--- config.mk ---
export PLATFORM = sky130hd
export DESIGN_NAME = sigmoid_horner_dp
export DESIGN_NICKNAME = d
export VERILOG_FILES = /design/src/rtl/sigmoid_horner_dp.sv
export SDC_FILE = /design/constraint.sdc
export NUM_CORES = 2
export LEC_CHECK = 0
export CORE_UTILIZATION = 41
export CTS_BUF_LIST = sky130_fd_sc_hd__clkbuf_16
export DETAILED_ROUTE_END_ITERATION = 12
export SYNTH_ARGS = -nofsm -noshare
export SYNTH_HDL_FRONTEND = slang
export SYNTH_SLANG_ARGS = --single-unit
--- constraint.sdc ---
create_clock -name clk -period 60.3 [get_ports clk]
set_clock_uncertainty 0.15 [all_clocks]
set_input_delay 12.06 -clock clk [delete_from_list [all_inputs] [get_ports clk]]
set_output_delay 12.06 -clock clk [all_outputs]
set_load 0.005 [all_outputs]
--- src/rtl/sigmoid_horner_dp.sv ---
// sigmoid_horner_dp: buffers an fp32 coefficient set (c0 first), then evaluates
// p(x) by Horner iteration with one fp32 multiplier and one fp32 adder.
// Arithmetic: zero/denormal in -> signed zero, truncation rounding, saturation
// to +/-0x7F7FFFFF on exponent overflow, +0 on underflow or exact-zero sum.
// Optional build macro: SIG_CLAMP_EN clamps the registered result y to [0,1].
module sigmoid_horner_dp #(
    parameter int NCOEF = 4
) (
    input  logic        clk,
    input  logic        res,
    input  logic [31:0] x_in,
    input  logic [31:0] cf,
    input  logic        cf_vld,
    output logic        cf_rdy,
    output logic [31:0] y,
    output logic        y_vld,
    output logic        busy
);
    localparam int IW = $clog2(NCOEF);
    localparam logic [IW-1:0] LAST_CNT = IW'(NCOEF - 1);
    localparam logic [IW-1:0] IDX_INIT = IW'(NCOEF - 2);

    typedef enum logic [1:0] {IDLE, MUL, ADD} state_t;

    state_t        r_state;
    state_t        w_state_next;
    logic [IW-1:0] r_cnt;
    logic [IW-1:0] r_idx;
    logic [31:0]   r_acc;
    logic [31:0]   r_prod;
    logic [31:0]   r_xr;
    logic [31:0]   r_y;
    logic          r_y_vld;
    logic [31:0]   r_buf [NCOEF];
    logic          w_accept;
    logic [31:0]   w_mul;
    logic [31:0]   w_sum;
    logic [31:0]   w_y_out;

    // fp32 multiply: 24x24 mantissa product, normalise by 0 or 1 bit, truncate.
    function automatic logic [31:0] fp_mul(input logic [31:0] a, input logic [31:0] b);
        logic        s;
        logic [47:0] p;
        logic [9:0]  esum;
        logic [22:0] m;
        logic [31:0] r;
        s    = a[31] ^ b[31];
        p    = {24'd0, 1'b1, a[22:0]} * {24'd0, 1'b1, b[22:0]};
        m    = p[47] ? p[46:24] : p[45:23];
        // Biased exponent sum plus normalisation carry; bias removed below.
        esum = {2'b00, a[30:23]} + {2'b00, b[30:23]} + {9'd0, p[47]};
        if (a[30:23] == 8'd0 || b[30:23] == 8'd0) begin
            r = {s, 31'd0};
        end else if (esum <= 10'd127) begin
            r = 32'd0;
        end else if (esum >= 10'd382) begin
            r = {s, 31'h7F7FFFFF};
        end else begin
            r = {s, 8'(esum - 10'd127), m};
        end
        return r;
    endfunction

    // fp32 add: order by magnitude, truncating alignment shift, 25-bit
    // add/subtract, leading-zero normalise.
    function automatic logic [31:0] fp_add(input logic [31:0] a, input logic [31:0] b);
        logic        a_z;
        logic        b_z;
        logic [31:0] big;
        logic [31:0] sml;
        logic [7:0]  d;
        logic [23:0] mb;
        logic [23:0] ms;
        logic [24:0] sum;
        logic [23:0] diff;
        logic [23:0] norm;
        logic [4:0]  lz;
        logic        found;
        logic [8:0]  e9;
        logic [31:0] r;
        a_z   = (a[30:23] == 8'd0);
        b_z   = (b[30:23] == 8'd0);
        big   = (b[30:0] > a[30:0]) ? b : a;
        sml   = (b[30:0] > a[30:0]) ? a : b;
        d     = big[30:23] - sml[30:23];
        mb    = {1'b1, big[22:0]};
        ms    = (d > 8'd23) ? 24'd0 : ({1'b1, sml[22:0]} >> d);
        sum   = {1'b0, mb} + {1'b0, ms};
        diff  = mb - ms;
        lz    = 5'd0;
        found = 1'b0;
        for (int k = 23; k >= 0; k--) begin
            if (!found) begin
                if (diff[k]) found = 1'b1;
                else         lz = lz + 5'd1;
            end
        end
        norm  = diff << lz;
        r     = 32'd0;
        if (a_z && b_z) begin
            r = 32'd0;
        end else if (a_z) begin
            r = b;
        end else if (b_z) begin
            r = a;
        end else if (big[31] == sml[31]) begin
            e9 = {1'b0, big[30:23]} + {8'd0, sum[24]};
            if (e9 >= 9'd255) r = {big[31], 31'h7F7FFFFF};
            else              r = {big[31], e9[7:0], sum[24] ? sum[23:1] : sum[22:0]};
        end else if (diff == 24'd0) begin
            r = 32'd0;
        end else if ({1'b0, big[30:23]} <= {4'd0, lz}) begin
            r = 32'd0;
        end else begin
            r = {big[31], big[30:23] - {3'd0, lz}, norm[22:0]};
        end
        return r;
    endfunction

    assign w_accept = cf_vld && cf_rdy;
    assign w_mul    = fp_mul(r_acc, r_xr);
    assign w_sum    = fp_add(r_prod, r_buf[r_idx]);

`ifdef SIG_CLAMP_EN
    // Clamp the value presented on y to [0,1]; acc keeps the raw sum.
    always_comb begin
        w_y_out = w_sum;
        if (w_sum[31] && w_sum[30:0] != 31'd0)
            w_y_out = 32'h00000000;
        else if (!w_sum[31] && w_sum[30:0] > 31'h3F800000)
            w_y_out = 32'h3F800000;
    end
`else
    assign w_y_out = w_sum;
`endif

    // Next-state and state-decoded handshake/status outputs.
    always_comb begin
        w_state_next = r_state;
        cf_rdy       = 1'b0;
        busy         = 1'b0;
        case (r_state)
            IDLE: begin
                cf_rdy = 1'b1;
                if (cf_vld && r_cnt == LAST_CNT) w_state_next = MUL;
            end
            MUL: begin
                busy         = 1'b1;
                w_state_next = ADD;
            end
            ADD: begin
                busy         = 1'b1;
                w_state_next = (r_idx == '0) ? IDLE : MUL;
            end
            default: w_state_next = IDLE;
        endcase
    end

    // State register.
    always_ff @(posedge clk or posedge res) begin
        if (res) r_state <= IDLE;
        else     r_state <= w_state_next;
    end

    // Collection counter, operand latch and Horner accumulator/product registers.
    always_ff @(posedge clk or posedge res) begin
        if (res) begin
            r_cnt   <= '0;
            r_idx   <= '0;
            r_acc   <= 32'd0;
            r_prod  <= 32'd0;
            r_xr    <= 32'd0;
            r_y     <= 32'd0;
            r_y_vld <= 1'b0;
        end else begin
            r_y_vld <= 1'b0;
            case (r_state)
                IDLE: begin
                    if (w_accept) begin
                        if (r_cnt == '0) r_xr <= x_in;
                        if (r_cnt == LAST_CNT) begin
                            // Highest-degree coefficient seeds the accumulator directly.
                            r_acc <= cf;
                            r_idx <= IDX_INIT;
                            r_cnt <= '0;
                        end else begin
                            r_cnt <= r_cnt + 1'b1;
                        end
                    end
                end
                MUL: r_prod <= w_mul;
                ADD: begin
                    r_acc <= w_sum;
                    if (r_idx == '0) begin
                        r_y     <= w_y_out;
                        r_y_vld <= 1'b1;
                    end else begin
                        r_idx <= r_idx - 1'b1;
                    end
                end
                default: ;
            endcase
        end
    end

    // One register per coefficient slot, written when its index is collected.
    generate
        for (genvar gi = 0; gi < NCOEF; gi++) begin : g_buf
            always_ff @(posedge clk or posedge res) begin
                if (res)                                 r_buf[gi] <= 32'd0;
                else if (w_accept && r_cnt == IW'(gi))   r_buf[gi] <= cf;
            end
        end
    endgenerate

    assign y     = r_y;
    assign y_vld = r_y_vld;
endmodule
==> impl_table.tex <==
\begin{tabular}{lr}
\hline
Metric & Value \\
\hline
\multicolumn{2}{l}{\textbf{Min path}} \\
Worst hold path cell count & 2 \\
Hold endpoint & y[10] \\
Worst min-delay path startpoint & y[10] \\
Worst min-delay path class & flip-flop to flip-flop \\
\multicolumn{2}{l}{\textbf{Global route}} \\
First-pass GRT wire length & between 200000 and 250000 um \\
Remaining global-route overflow & 0 \\
Maximum number of pins on one net before global-route repair & 127 \\
Vias in the first global route & $\sim$34000 \\
GRT Resource Usage Total & 0.275 \\
Antenna violations before repair & 5 \\
\multicolumn{2}{l}{\textbf{STA}} \\
Post-route worst hold slack & 0.330 ns \\
Period utilization & 0.394 \\
Final setup vio count & 0 \\
Fmax & 0.0421 GHz \\
Final total negative setup slack & 0 ns \\
Worst slew pin tran & about 1.3 ns \\
Time the final worst path needs with I/O delays and setup & between 20 and 25 ns \\
Number of pins with negative max-slew slack in the final report & 0 \\
Final worst setup slack & between 30 and 40 ns \\
Final number of hold-violating endpoints & 0 \\
Unrepaired setup endpoints after global routing & false \\
Slew Limit Headroom & 0.157 \\
\multicolumn{2}{l}{\textbf{Cells and area}} \\
Total number of nets in the final design & between 5000 and 6000 \\
Layout-stage area growth over the synthesis result & 8.48\% \\
Proportion of layout cells with a drive suffix above 1 & 0.0950 \\
\multicolumn{2}{l}{\textbf{Clock tree}} \\
Clock network latency to the later pin of the worst-skew pair & 0.64 ns \\
Number of resized instances in the post-cts repair step & 0 \\
Max Root-Sink Buffers & 3 \\
Num CTS Buffers & 31 \\
TritonCTS clock tree & built \\
Clock edge transition at the registers on the reported setup and hold paths & 0.07 ns \\
Buffer type at the clock tree root & clkbuf\_16 \\
H-tree depth reported by CTS & 1 \\
Hold-fix buffers at CTS & 0 \\
Post-CTS Setup Inserts & 0 \\
Clock sinks & about 260 \\
\multicolumn{2}{l}{\textbf{Synthesis}} \\
Flop and latch count out of synthesis & 263 \\
Number of cells produced by synthesis & $\sim$4500 \\
Average footprint of a synthesized cell & $\sim$8.9 um\^{}2 \\
Sequential fraction of the synthesis area & 0.163 \\
Async set-or-reset flop fraction in the synthesized netlist & 1.00 \\
Distinct cells, synth & around 110 \\
EDFF count, synth & 0 \\
Post-synth top flop & dfrtp\_1 \\
Total nets after synthesis & 5394 \\
Total number of yosys warnings & 0 \\
Mapped Area & roughly 40000 um\^{}2 \\
\multicolumn{2}{l}{\textbf{Floorplan}} \\
Floorplan die area & 100000 um\^{}2 \\
Initial cell density of the core & 0.416 \\
Total core area & between 90000 and 100000 um\^{}2 \\
Placement row count & 114 \\
Die boundary width & between 300 and 400 um \\
Vertical extent of the die & around 320 um \\
Count of boundary I/O pins & about 100 \\
\multicolumn{2}{l}{\textbf{Run}} \\
Max-cap violation count & 0 \\
\multicolumn{2}{l}{\textbf{Setup path}} \\
Capture point of the worst reg-to-reg path & r\_acc[11] \\
Required arrival time at the worst endpoint & a little over 60 ns \\
Crit Path Class & flip-flop to flip-flop \\
Crit path arrival time & approximately 24 ns \\
Critical path fanouts, max & 22 \\
Startpoint type of the worst setup path & flip-flop \\
Worst reg-to-reg setup slack & 36.55 ns \\
Slowest cell on crit path & a32o\_1 \\
Critical path's most frequent cell & ha\_1 \\
Critical R2R Launch & r\_idx[0] \\
CP max stage delay & around 0.84 ns \\
Endpoint type of the worst setup path & flip-flop \\
Worst Reg-to-Reg Cells & a little under 100 \\
Launch point of the worst path & r\_idx[0] \\
\multicolumn{2}{l}{\textbf{Detailed routing}} \\
Highest metal layer with signal wires & met5 \\
Average wire per standard cell & approximately 23 um \\
Pre-Repair DR Iteration Count & 6 \\
Length of routed wiring on met1 & roughly 58000 um \\
Total routed wirelength & around 130000 um \\
Residual DRC & 0 \\
Residual antenna-violating net count after detailed routing & 0 \\
Count of vias placed by the detailed router & roughly 33000 \\
Wire length on met3 & 10000 um \\
Per-cell via count in the routed design & between 5 and 6 \\
Wire length on met2 & between 60000 and 70000 um \\
DRC marker count from the first detailed-route iteration & approximately 2900 \\
\multicolumn{2}{l}{\textbf{Place}} \\
IO buf count & roughly 100 \\
Detailed Place HPWL & roughly 100000 um \\
Setup Slack @ Placement & about 37 ns \\
Routability-driven placement congestion ratio & about 1 \\
\multicolumn{2}{l}{\textbf{Status}} \\
Result of the run & complete, no violations \\
\hline
\end{tabular}
cell usage after synthesis, types with 25 or more instances:
master / number / share of area
and3_1: 33 / 0.0051
a21o_1: 47 / 0.0087
and2_1: 236 / 0.036
ha_1: 294 / 0.091
o21ai_1: 29 / 0.0036
xnor2_1: 77 / 0.017
a211oi_1: 30 / 0.0056
nor3_1: 55 / 0.0068
o21ai_0: 193 / 0.024
clkbuf_1: 202 / 0.019
nand2b_1: 25 / 0.0039
mux2_2: 201 / 0.056
xor2_1: 39 / 0.0084
mux4_2: 33 / 0.018
dfrtp_1: 263 / 0.16
nand2_1: 547 / 0.051
nor2_1: 222 / 0.021
nand3_1: 55 / 0.0068
inv_1: 650 / 0.060
o22ai_1: 29 / 0.0045
mux2i_1: 125 / 0.031
fa_1: 486 / 0.24
o211ai_1: 37 / 0.0069
a21oi_1: 220 / 0.027
nor2b_1: 26 / 0.0040
o21a_1: 26 / 0.0048
layer usage:
metal	track usage	vias up
met3	0.0417	250
met1	0.375	16728
met4	0.103	4
met2	0.441	1340
met5	0	-
li1	-	15036
worst max path at each step:
stage	slack, ns	cells past startpoint	to
after global routing	34.90	101	r_acc[10]
final	36.55	99	r_acc[11]
after global placement	37.61	101	r_acc[22]
after floorplan	38.57	110	r_acc[26]
after detailed placement	37.11	101	r_acc[10]
after CTS	37.01	101	r_acc[10]
cell type report:
type | instances | area [um^2]
sequential | 263 | 6590
inverter | 652 | 2450
multi-input combinational | 3389 | 30600
timing repair buffer | 186 | 1650
clock inverter | 27 | 287
tap | 1276 | 1600
antenna | 2 | 5.00
clock buffer | 31 | 776
fill | 9567 | 53400
placed cells by master, fill, tap and decap left out, drive strengths merged, types with 19 or more instances in the layout:
master,n
nor3,58
fa,486
mux2i,125
nand4,23
and2,236
nor2b,26
a31oi,21
nand3,56
o211ai,38
a21o,47
inv,658
buf,85
mux2,201
nor4,21
xor2,41
a21oi,222
xnor2,81
and3,34
a211oi,31
nand2,549
nand2b,25
clkbuf,31
mux4,33
or3,19
nor2,223
clkdlybuf4s50,101
o21ai,224
o22ai,30
dfrtp,263
o21a,26
ha,294
logic make-up (layout without fill, tap and decap cells):
group | count (synthesis) | after routing | share of synthesized area
buf+inv | 895 | 896 | 0.0841
xor+xnor | 127 | 127 | 0.0312
flops | 263 | 263 | 0.163
compound gates | 811 | 811 | 0.130
fa+ha+maj | 785 | 785 | 0.332
simple gates | 1307 | 1307 | 0.155
mux | 359 | 359 | 0.105
other cells | 0 | 2 | 0
metrics by stage:
step / utilization / cell area (um^2) / std cells
final: 0.451 / 43900 / 5826
after global routing: 0.451 / 43900 / 5824
after global placement: 0.440 / 42800 / 5766
after CTS: 0.451 / 43900 / 5824
after detailed placement: 0.440 / 42800 / 5766
after floorplan: - / 40500 / 4547
flip-flops by register name, indices dropped and copies added (netlist names):
name / flops
r_cnt: 2
r_idx: 2
r_prod: 32
r_state: 2
r_buf: 128
r_acc: 32
y_vld: 1
y: 32
r_xr: 32
critical path: cells and delay by family (launching register included):
kind / cells / cell delay [ns]
AOI/OAI and AO/OA: 49 / 11.04
adders and majority gates: 16 / 4.82
and+or+nand+nor: 23 / 4.24
muxes: 6 / 1.54
buffers and inverters: 5 / 1.12
DFF: 1 / 0.59
Power is left out: the tool's default activity adds up to more than one toggle a clock period on the data nets, which glitch-free logic cannot reach.
